`config.mk`:
```
export PLATFORM = sky130hd
export DESIGN_NAME = instruction_fetch_stage_flat
export DESIGN_NICKNAME = d
export VERILOG_FILES = /design/src/rtl/instruction_fetch_stage_if.sv /design/src/rtl/instruction_fetch_stage.sv /design/src/flat_wrapper.sv
export SDC_FILE = /design/constraint.sdc
export NUM_CORES = 1
export LEC_CHECK = 0
export CORE_MARGIN = 1.5
export CORE_UTILIZATION = 50
export DETAILED_ROUTE_END_ITERATION = 8
export DONT_BUFFER_PORTS = 1
export PLACE_DENSITY = 0.62
export SYNTH_ARGS = -nofsm -noshare
export SYNTH_HDL_FRONTEND = slang
export SYNTH_SLANG_ARGS = --single-unit
```
`constraint.sdc`:
```
create_clock -name clk -period 4.5 [get_ports clk]
set_clock_uncertainty 0.1 [all_clocks]
set_input_delay 0.9 -clock clk [delete_from_list [all_inputs] [get_ports clk]]
set_output_delay 0.9 -clock clk [all_outputs]
set_load 0.1 [all_outputs]
```
`src/rtl/instruction_fetch_stage_if.sv`:
```
// rtl/instruction_fetch_stage_if.sv - instruction memory read bus between fetch stage and imem
interface instruction_fetch_stage_if;
    logic [31:0] imem_addr;
    logic [31:0] imem_data;

    modport master (output imem_addr, input imem_data);
    modport slave  (input imem_addr, output imem_data);
endinterface

```
`src/rtl/instruction_fetch_stage.sv`:
```
// rtl/instruction_fetch_stage.sv - IF stage: PC, IF/ID register, stall, redirect and range halt
module instruction_fetch_stage #(
    parameter int unsigned MEM_WORDS = 64,
    parameter logic [31:0] RESET_PC  = 32'h0000_0000,
    parameter int unsigned CNT_W     = 16
) (
    input  logic                      clk,
    input  logic                      rst,
    instruction_fetch_stage_if.master imem,
    input  logic                      stall,
    input  logic                      branch_taken,
    input  logic [31:0]               branch_target,
    output logic [31:0]               pc,
    output logic [31:0]               if_id_pc4,
    output logic [31:0]               if_id_instr,
    output logic                      if_id_valid,
    output logic                      out_of_range,
    output logic [CNT_W-1:0]          fetch_count
);

    // 33-bit bound so a 4 GiB memory size cannot overflow the compare
    localparam logic [32:0] MEM_BYTES = 33'(MEM_WORDS) << 2;

    logic [31:0]      pc_plus4;
    logic [31:0]      pc_next;
    logic [31:0]      pc4_next;
    logic [31:0]      instr_next;
    logic             valid_next;
    logic [CNT_W-1:0] count_next;
    logic             unused_target_bits;

    assign unused_target_bits = ^branch_target[1:0];

    assign imem.imem_addr = pc;
    assign out_of_range   = ({1'b0, pc} >= MEM_BYTES);
    assign pc_plus4       = pc + 32'd4;

    // Priority: redirect > stall > halt > fetch
    always_comb begin
        pc_next    = pc;
        pc4_next   = if_id_pc4;
        instr_next = if_id_instr;
        valid_next = if_id_valid;
        count_next = fetch_count;
        if (branch_taken) begin
            pc_next    = {branch_target[31:2], 2'b00};
            pc4_next   = 32'h0;
            instr_next = 32'h0;
            valid_next = 1'b0;
        end else if (stall) begin
            pc_next = pc;
        end else if (out_of_range) begin
            pc4_next   = 32'h0;
            instr_next = 32'h0;
            valid_next = 1'b0;
        end else begin
            pc_next    = pc_plus4;
            pc4_next   = pc_plus4;
            instr_next = imem.imem_data;
            valid_next = 1'b1;
            if (!(&fetch_count)) begin
                count_next = fetch_count + 1'b1;
            end
        end
    end

    always_ff @(posedge clk or negedge rst) begin
        if (!rst) begin
            pc          <= RESET_PC;
            if_id_pc4   <= 32'h0;
            if_id_instr <= 32'h0;
            if_id_valid <= 1'b0;
            fetch_count <= '0;
        end else begin
            pc          <= pc_next;
            if_id_pc4   <= pc4_next;
            if_id_instr <= instr_next;
            if_id_valid <= valid_next;
            fetch_count <= count_next;
        end
    end

endmodule

```
`src/flat_wrapper.sv`:
```
// flat-port wrapper written by rule: the top's interface ports become plain ports
module instruction_fetch_stage_flat 
#(
    parameter int unsigned MEM_WORDS = 64,
    parameter logic [31:0] RESET_PC  = 32'h0000_0000,
    parameter int unsigned CNT_W     = 16
)
  (clk, rst, stall, branch_taken, branch_target, pc, if_id_pc4, if_id_instr, if_id_valid, out_of_range, fetch_count, imem_imem_addr, imem_imem_data);
  instruction_fetch_stage_if imem_i ();
  input  logic clk;
  input  logic rst;
  input  logic stall;
  input  logic branch_taken;
  input  logic [31:0] branch_target;
  output logic [31:0] pc;
  output logic [31:0] if_id_pc4;
  output logic [31:0] if_id_instr;
  output logic if_id_valid;
  output logic out_of_range;
  output logic [CNT_W-1:0] fetch_count;
  output wire logic [$bits(imem_i.imem_addr)-1:0] imem_imem_addr;
  input wire logic [$bits(imem_i.imem_data)-1:0] imem_imem_data;
  assign imem_imem_addr = imem_i.imem_addr;
  assign imem_i.imem_data = imem_imem_data;
  instruction_fetch_stage #(.MEM_WORDS(MEM_WORDS), .RESET_PC(RESET_PC), .CNT_W(CNT_W)) u_core (.clk(clk), .rst(rst), .imem(imem_i), .stall(stall), .branch_taken(branch_taken), .branch_target(branch_target), .pc(pc), .if_id_pc4(if_id_pc4), .if_id_instr(if_id_instr), .if_id_valid(if_id_valid), .out_of_range(out_of_range), .fetch_count(fetch_count));
endmodule
```
==> results.py <==
metrics = {
    "status": {
        "status": "finished, violations left",
        "failed_checks": "DRC",
    },
    "placed_design": {
        "dp_hpwl_mm": 6.279,
        "routabilityCongestion": 0.7609,
        "numPortBuffers": 0,
        "post_dp_cell_area_um2": 4622,
    },
    "critical_path": {
        "cp.arrival_ns": 2.56,
        "regToRegSetupSlack_ns": 1.38,
        "slowest_delay_ns": 0.79,
        "critPathSlowestCell": "dfrtp_2",
        "cp_cell_sequence": "nor4_1, nand4_1, or2_4",
        "cp-end-kind": "output port",
        "cp-start-kind": "register",
        "regToRegEndpoint": "u_core.if_id_instr[24]",
        "path_buf_inv": 0,
        "critPathKind": "register to output port",
        "rr_startpoint": "u_core.imem.imem_addr[10]",
        "path_max_fanout": 7,
        "crit_family": "simple AND/OR/NAND/NOR gates",
        "crit_required_ns": 3.50,
        "worst_r2r_path_depth": 6,
    },
    "floorplanning": {
        "rows": 34,
        "io_pins": 214,
        "chipHeight_um": 98.89,
        "dieArea_um2": 9778,
        "core_area_um2": 8806,
        "die_x_um": 98.89,
        "start_util": 0.5220,
    },
    "sta": {
        "period_minus_slack_ns": 3.558,
        "slew_headroom": 0.1866,
        "finalHoldViolCount": 0,
        "setup_tns_ns": 0,
        "setup_viol": 0,
        "period_share": 0.7906,
        "rsz0062_at_grt": "false",
        "tightest_slew_ns": 1.218,
        "fmax_mhz": 281.1,
        "slew_viol_final": 0,
    },
    "final_layout": {
        "fin_area_um2": 4817,
        "final_core_util": 0.5470,
        "final_cell_mix": "dfrtp_1 (79), a22o_1 (39), dfrtp_2 (31), buf_4 (27), and2_1 (26)",
        "final_common_cell": "dfrtp_1",
        "syn_to_final_growth_pct": 4.790,
        "final_layout_size_suffix_gt1_frac": 0.3072,
        "antenna_cells": 0,
        "num-nets-final": 411,
    },
    "synthesis": {
        "synth_warnings": 0,
        "synth_top_family_by_area": "simple AND/OR/NAND/NOR gates",
        "yosysSeqAreaShare": 0.5988,
        "syn_area_um2": 4597,
        "netlist_instances": 352,
        "synth-adder-area-share": 0.008165,
        "synth_cell_types": 37,
        "synth_xor_xnor_area_share": 0.04763,
        "synth_edf_count": 0,
        "avgSynthCellArea_um2": 13.06,
        "synth_compound_area_frac": 0.08928,
        "muxShareOfSynthArea": 0.05879,
        "ys_ff_latch": 110,
        "synthSimpleGateAreaFrac": 0.1143,
        "synth-main-ff-cell": "dfrtp_1",
        "async_flop_share": 1.000,
    },
    "cts": {
        "post_cts_buffers": 0,
        "cts_tree": "yes",
        "clk_pin_slew_ns": 0.11,
        "cts_max_level": 3,
        "cts-resized-gates": 0,
        "holdBufCountCts": 0,
        "ctsLongestPathBuffers": 2,
        "cts_sinks": 110,
        "clkLatencyLatePin_ns": 0.36,
        "root_buffer": "clkbuf_8",
        "numCtsBuffers": 9,
    },
    "job": {
        "drv_cap": 0,
    },
    "routing": {
        "wl_mm": 9.406,
        "antenna_left": 0,
        "via_per_inst": 5.790,
        "drc_errors": 16,
        "first_pass_iters": 6,
        "drt_iter0_markers": 90,
        "via_count": 2623,
        "post_drt_wl_per_cell_um": 20.76,
    },
    "global_routing": {
        "grt_pass1_wl_mm": 14.70,
        "grt_max_degree": 111,
        "grt_pass1_vias": 2738,
        "antenna_found_initial": 0,
        "grt_use_total": 0.1910,
        "overflow": 0,
    },
    "power": {
        "ir_drop_mv": 0.3020,
        "power.leakage_uw": 0.002191,
        "p_per_area_nw_per_um2": 440.7,
    },
    "min_path": {
        "worstHoldPathType": "primary input to asynchronous set/reset pin",
    },
}
final cells by class:
| type | instances | area, um2 |
|---|---|---|
| Fill cell | 765 | 3989 |
| Inverter | 2 | 7.507 |
| Timing Repair Buffer | 27 | 202.7 |
| Clock inverter | 6 | 57.56 |
| Clock buffer | 10 | 137.6 |
| Tap cell | 108 | 135.1 |
| Multi-Input combinational cell | 190 | 1485 |
| Sequential cell | 110 | 2791 |
power by group:
part,total [uW],switching [uW],leakage [uW],internal [uW]
registers,1310,301,0.00144,1010
logic,229,184,0.000652,44.2
clock network,579,348,0.000101,231
total,2120,834,0.00219,1290
sequential cells by signal, summed over array words and instances (netlist names):
register and count:
u_core.fetch_count 16, u_core.if_id_instr 32, u_core.if_id_pc4 31, u_core.if_id_valid 1, u_core.imem.imem_addr 30
stage by stage:
stage          power (uW)  hold slack (ns)  std cells  setup WS, ns
2_1_floorplan        1573           0.5044        355         1.271
3_3_place_gp         1563           0.5064        437         1.361
3_5_place_dp         1565           0.5071        437         1.315
4_1_cts              2150           0.1007        453        0.9096
5_1_grt              2193          0.08353        453        0.8389
6_report             2123           0.1150        453        0.9422
cell usage after synthesis (2+ instances only):
master | instances | area share
dfrtp_1 | 110 | 0.60
a22o_1 | 39 | 0.074
buf_4 | 36 | 0.059
and2_1 | 26 | 0.035
mux2_2 | 24 | 0.059
xnor2_1 | 24 | 0.046
nand4_1 | 12 | 0.016
nand2_1 | 9 | 0.0073
nor4_1 | 9 | 0.012
clkbuf_1 | 7 | 0.0057
nand3_1 | 7 | 0.0076
buf_2 | 5 | 0.0054
o21ai_0 | 5 | 0.0054
and3_1 | 4 | 0.0054
buf_6 | 4 | 0.0098
ha_1 | 3 | 0.0082
nor2_1 | 3 | 0.0024
and4_1 | 2 | 0.0038
inv_1 | 2 | 0.0016
nor2b_1 | 2 | 0.0027
nor3_1 | 2 | 0.0022
or2_2 | 2 | 0.0027
kinds of logic (layout without fill, tap and decap cells):
group / after synthesis / in the layout
AOI/OAI and AO/OA: 49 / 49
xor gates and xnor gates: 25 / 25
adders and majority gates: 3 / 3
buffers and inverters: 55 / 45
DFF: 110 / 110
muxes: 24 / 24
other: 1 / 4
and+or+nand+nor: 85 / 85
how the worst max path moves through the flow:
stage                                    from           end  slack (ns)  cells past startpoint
CTS                 u_core.imem.imem_addr[10]  out_of_range        0.91                      3
floorplan            u_core.imem.imem_addr[2]  out_of_range        1.27                      5
finish              u_core.imem.imem_addr[10]  out_of_range        0.94                      3
global route        u_core.imem.imem_addr[10]  out_of_range        0.84                      3
global placement    u_core.imem.imem_addr[12]  out_of_range        1.36                      3
detailed placement  u_core.imem.imem_addr[10]  out_of_range        1.32                      3
layer usage:
layer	vias up	share of wire	GRT usage
met3	13	0.087	0.05957
met4	0	0.018	0.06264
met2	135	0.48	0.3183
li1	1177	-	-
met5	-	0	0
met1	1298	0.41	0.2379
Power figures use the tool's default switching activity.
